$ cat src/rtl/ibex_ccu_issuer.sv
// Core-side CCU command issuer: accepts one instruction at a time, fires a
// single-cycle CCU enable, and returns the response or a timeout to the core.
module ibex_ccu_issuer #(
    parameter int unsigned TIMEOUT_CYCLES = 16
) (
    input  logic        clk,
    input  logic        reset,
    input  logic        req_valid_i,
    output logic        req_ready_o,
    input  logic [9:0]  req_function_id_i,
    input  logic [31:0] req_operand_a_i,
    input  logic [31:0] req_operand_b_i,
    output logic        result_valid_o,
    output logic [31:0] result_o,
    output logic        result_err_o,
    output logic        busy_o,
    output logic        ccu_en_o,
    output logic [9:0]  ccu_function_id_o,
    output logic [31:0] ccu_inputs_0_o,
    output logic [31:0] ccu_inputs_1_o,
    input  logic        ccu_rsp_valid_i,
    input  logic [31:0] ccu_rsp_outputs_0_i,
    output logic [15:0] op_count_o,
    output logic        stray_rsp_o
);

    typedef enum logic [1:0] {
        IDLE,
        ISSUE,
        WAIT,
        DONE
    } state_e;

    localparam logic [7:0] TimeoutLast = 8'(TIMEOUT_CYCLES - 1);

    state_e      state_q, state_d;
    logic [9:0]  fid_q, fid_d;
    logic [31:0] opa_q, opa_d;
    logic [31:0] opb_q, opb_d;
    logic [7:0]  cnt_q, cnt_d;
    logic [31:0] result_q, result_d;
    logic        err_q, err_d;
    logic [15:0] op_count_q, op_count_d;
    logic        stray_q, stray_d;

    always_ff @(posedge clk or posedge reset) begin
        if (reset) begin
            state_q    <= IDLE;
            fid_q      <= '0;
            opa_q      <= '0;
            opb_q      <= '0;
            cnt_q      <= '0;
            result_q   <= '0;
            err_q      <= 1'b0;
            op_count_q <= '0;
            stray_q    <= 1'b0;
        end else begin
            state_q    <= state_d;
            fid_q      <= fid_d;
            opa_q      <= opa_d;
            opb_q      <= opb_d;
            cnt_q      <= cnt_d;
            result_q   <= result_d;
            err_q      <= err_d;
            op_count_q <= op_count_d;
            stray_q    <= stray_d;
        end
    end

    // A response only means something in WAIT; anywhere else it is flagged and otherwise dropped.
    always_comb begin
        state_d    = state_q;
        fid_d      = fid_q;
        opa_d      = opa_q;
        opb_d      = opb_q;
        cnt_d      = cnt_q;
        result_d   = result_q;
        err_d      = err_q;
        op_count_d = op_count_q;
        stray_d    = stray_q | (ccu_rsp_valid_i & (state_q != WAIT));

        case (state_q)
            IDLE: begin
                if (req_valid_i) begin
                    fid_d   = req_function_id_i;
                    opa_d   = req_operand_a_i;
                    opb_d   = req_operand_b_i;
                    state_d = ISSUE;
                end
            end
            ISSUE: begin
                cnt_d   = '0;
                state_d = WAIT;
            end
            WAIT: begin
                if (ccu_rsp_valid_i) begin
                    result_d = ccu_rsp_outputs_0_i;
                    err_d    = 1'b0;
                    state_d  = DONE;
                end else if (cnt_q == TimeoutLast) begin
                    result_d = '0;
                    err_d    = 1'b1;
                    state_d  = DONE;
                end else begin
                    cnt_d = cnt_q + 8'd1;
                end
            end
            DONE: begin
                op_count_d = op_count_q + 16'd1;
                state_d    = IDLE;
            end
            default: state_d = IDLE;
        endcase
    end

    assign req_ready_o       = (state_q == IDLE);
    assign busy_o            = (state_q != IDLE);
    assign ccu_en_o          = (state_q == ISSUE);
    assign result_valid_o    = (state_q == DONE);
    assign result_o          = result_q;
    assign result_err_o      = err_q;
    assign ccu_function_id_o = fid_q;
    assign ccu_inputs_0_o    = opa_q;
    assign ccu_inputs_1_o    = opb_q;
    assign op_count_o        = op_count_q;
    assign stray_rsp_o       = stray_q;

endmodule

$ cat config.mk
export PLATFORM = sky130hd
export DESIGN_NAME = ibex_ccu_issuer
export DESIGN_NICKNAME = d
export VERILOG_FILES = /design/src/rtl/ibex_ccu_issuer.sv
export SDC_FILE = /design/constraint.sdc
export NUM_CORES = 1
export LEC_CHECK = 0
export CAP_MARGIN = 15
export CORE_MARGIN = 1
export CORE_UTILIZATION = 41
export CTS_BUF_LIST = sky130_fd_sc_hd__clkbuf_16
export DETAILED_ROUTE_END_ITERATION = 6
export PLACE_DENSITY = 0.84
export SYNTH_ARGS = -nofsm -noshare
export SYNTH_HDL_FRONTEND = slang
export SYNTH_SLANG_ARGS = --single-unit
$ cat constraint.sdc
create_clock -name clk -period 5 [get_ports clk]
set_input_delay 1 -clock clk [delete_from_list [all_inputs] [get_ports clk]]
set_output_delay 1 -clock clk [all_outputs]
set_load 0.02 [all_outputs]
Word level (Yosys, flattened, before mapping):

Index checks and enable logic that the tools add are counted.

* $add $sub $neg: 2
* equal/unequal tests: 9
* multiplexer cells: 11
* bitwise operators: 2
* reduce and logical (&&, ||, !) cells: 8

Operators with widths (number)
* 32-bit two-way mux: 2
* 16-bit by 1-bit adder with 16-bit output, second input constant: 1
* 8-bit two-way mux: 2
* 8-bit case mux with 2 select lines: 1
* 8-bit by 1-bit adder with 8-bit output, second input constant: 1
* 8-bit by 4-bit == test with 1-bit output, second input constant: 1
* 2-bit != test, second input constant: 4
* 2-bit case mux with 4 select lines: 1
* 2-bit two-way mux: 3
* 2-bit AND reduction: 3
* 2-bit nonzero test: 3
* 2-bit == test, second input constant: 2
* 3-bit != test, second input constant: 1
* 3-bit AND reduction: 1
* 2-bit by 1-bit == test with 1-bit output, second input constant: 1
* 2-bit zero test: 1
* 1-bit two-way mux: 2
* 1-bit bitwise AND: 1
* 1-bit OR: 1

* register bits after elaboration: 134
* bits of input ports: 110
* output and inout bits: 128

Depth between registers and ports, before layout:

* depth after elaboration: 4
* gate-level depth with buffers: 9
* mapped depth without buffers: 6

Worst setup path before layout:

Ideal clock, no wire load.

* kind: input to register
* start: input port ccu_rsp_valid_i
* end: register cnt_q[7]
* library setup time: 0.069 ns
* arrival: 2.188 ns
* required time: 4.931 ns
* path slack: 2.743 ns
* cell stages on the path: 6
* path buffers: 2
* cell sequence: and2_4 buf_6 a311o_1 buf_6 or4_1 nand3_1

* longest elaborated chain between the ends: 2

Ends and longest elaborated chain
* from (decl): RTL line 21 `input logic ccu_rsp_valid_i,`
* 2-bit != test (no line)
* 3-bit AND reduction (no line)
* to (signal assigned): RTL line 62 `cnt_q <= cnt_d;`
* to (decl): RTL line 40 `logic [7:0] cnt_q, cnt_d;`

No other way between the ends.
A chain may end at the register's enable or synchronous reset.

Worst setup path in the final report:

* start: register state_q[0]
* end: output port busy_o

* longest elaborated chain between the ends: 1

Ends and longest elaborated chain
* from (decl): RTL line 36 `state_e state_q, state_d;`
* from (signal assigned): RTL line 58 `state_q <= state_d;`
* 2-bit nonzero test: RTL line 117 `assign busy_o = (state_q != IDLE);`
* to (decl): RTL line 16 `output logic busy_o,`

No other way between the ends.

==> flow_summary.yaml <==
hold_path:
  holdPathEnd: "stray_rsp_o"
  hold_path.class: "register to register"
  hold_depth: 1
  hold_start: "stray_rsp_o"
timing:
  slew_headroom_pct: 35.6
  finalSetupTns_ns: 0
  hold_slack_ns: 0.465
  setup_viol: 0
  timing.final.max_slew_violations: 0
  tightest_slew_ns: 0.965
  rsz0062_at_grt: "no"
  fin_worst_skew_ns: 0.00380
  fin_crit_sh_pct: 56.9
  max_freq_mhz: 351
  hold_violations: 0
  setup_ws_ns: 2.15
  post-route-min-period_ns: 2.85
clock_network:
  clock_latency_ns: 0.41
  htreeDepth: 4
  clock_tree.buffer_depth: 2
  cts-root-buf: "clkbuf_16"
  cts_sinks: 134
  path_clk_slew_ns: 0.05
  cts_hold_buf: 0
  cts_tree: "done"
  cts_setup_buffers: 0
  cts_resized: 0
  cts_inserted_buffers: 17
detailed_routing:
  finalWirelength_mm: 13.0
  drc_errors: 0
  dr.pass1.iters: 4
  drt_iter0_drc: 212
  vias: 3832
  routedWlPerCell_um: 16.7
  ant_nets: 0
  routed_via_density: 4.91
worst_setup_path:
  rr_startpoint: "state_q[0]"
  crit_top_cell: "inv_1"
  cp_top_family: "buffers and inverters"
  cp.required_ns: 4.00
  reg2reg_slack_ns: 2.82
  critical_path.cell_chain: "inv_1 > ha_1 > inv_1 > clkdlybuf4s50_1"
  critPathKind: "register to output port"
  start_kind: "register"
  critPathMaxFanout: 4
  path_buf_inv: 3
  rr_worst_depth: 6
  cpPeakStageDelay_ns: 0.61
  crit_slowest_cell: "clkdlybuf4s50_1"
  critPathCaptureType: "output port"
  critical_path_arrival_ns: 1.85
  r2r_end: "cnt_q[7]"
grt:
  grt_max_degree: 91
  grt_use_total_pct: 20.0
  grt.overflow.total: 0
  grt_pass1_wl_mm: 19.9
  antenna_found_initial: 0
  grt_pass1_vias: 4063
yosys:
  synth_nets: 474
  yosysMostFrequentCell: "dfrtp_1"
  synth_area_leader_cell: "dfrtp_1"
  synth-seq-cells: 134
  synthFlopType: "dfrtp_1"
  synth-edff-count: 0
  syn-mean-instance-area_um2: 14.6
  yosysUniqueCellTypes: 31
  synthCells: 357
  synth_seq_area_share_pct: 64.4
  ys_warn_count: 0
  netlist_area_um2: 5210
  synthArstFlopShare_pct: 100
  synth_common_cells: "134 x dfrtp_1, 75 x mux2_2, 33 x a22o_1"
  yosysTopAreaCellShare_pct: 64.4
  ys_top_cells_by_area: "dfrtp_1 64%, mux2_2 16%, a22o_1 5.6%, ha_1 1.7%, xnor2_1 1.5%"
pwr:
  ir_worst_vdd_mv: 0.452
  powerDensity_nw_per_um2: 674
  p_leak_uw: 0.00364
die:
  start_util_pct: 42.6
  core_um2: 12200
  fp-row-count: 40
  die_h_um: 115
  pin_count: 238
  die_x_um: 115
  die_area_um2: 13200
place:
  dp_slack_ns: 2.16
  placed_area_um2: 7730
  port_buffers: 237
  place_hpwl_mm: 9.35
  gp_congestion: 0.893
final_layout:
  finalNetCount: 716
  drive_above_1_share_pct: 17.6
  area_growth_pct: 60.7
  antenna_cells: 0
  seq_area_um2: 3350
  multi_input_area_um2: 1750
  utilization_pct: 68.5
  n_fill_cell: 896
  fin_area_um2: 8370
outcome:
  status: "finished, final reports clean"
job:
  cap_violations: 0
==> where the power goes <==
group          internal [uW]  switching [uW]
clock network            869             431
logic                   1330            1180
registers               1550             275
==> registers in the layout, summed over array words and instances, names as in the netlist <==
name and flops:
ccu_inputs_1_o 32, state_q 2, ccu_inputs_0_o 32, stray_rsp_o 1, ccu_function_id_o 10, result_o 32
result_err_o 1, op_count_o 16, cnt_q 8
==> cell usage in the layout, fill, tap and decap left out, types with 2 or more instances in the layout <==
cell	instances
clkinv_2	4
nor3_1	2
bufinv_16	5
clkdlybuf4s50_1	237
mux2_2	75
o41ai_1	2
nand4_1	6
o21ai_0	9
and4_1	4
nor2_1	8
buf_4	2
nand3_1	9
nand2_1	10
dfrtp_1	134
xnor2_1	9
inv_1	8
a22o_1	33
xor2_1	6
and2_1	3
a21oi_1	3
clkbuf_16	17
ha_1	7
clkinv_1	4
==> kinds of logic after synthesis <==
family | synth area share [%]
buffers and inverters | 2.16
AND/OR/NAND/NOR | 4.85
XOR/XNOR | 2.52
adder cells (fa/ha/maj) | 1.68
flip-flops | 64.4
AO/OA/AOI/OAI | 7.95
multiplexers | 16.4
==> final cells by class <==
type / instances / share of cell area (%)
sequential: 134 / 40.1
timing repair buffer: 240 / 28.7
multi-input combinational: 199 / 20.9
clock buffer: 17 / 5.08
tap: 168 / 2.51
clock inverter: 15 / 2.30
inverter: 7 / 0.374
==> per-layer routing <==
| layer | part of all wire (%) | track usage [%] |
|---|---|---|
| met1 | 39 | 22.0 |
| met2 | 52 | 35.5 |
| met3 | 7.4 | 6.19 |
| met4 | 2.4 | 9.18 |
| met5 | 0 | 0 |
==> how the worst max path moves through the flow <==
stage	from	end	slack [ns]	cells past startpoint
finish	state_q[0]	busy_o	2.15	4
global placement	ccu_rsp_valid_i	cnt_q[7]	2.19	5
floorplan	reset	ccu_function_id_o[0]	0.42	1
CTS	state_q[0]	busy_o	2.12	4
detailed placement	ccu_rsp_valid_i	cnt_q[7]	2.16	5
global route	state_q[0]	busy_o	2.03	4
==> metrics by stage <==
stage | power (uW) | cells
after global routing | 5900 | 780
after detailed placement | 4360 | 747
after global placement | 4270 | 747
after CTS | 5690 | 779
final | 5640 | 780
after floorplan | 3150 | 357
Note: power is estimated with default switching activity, not from simulation.
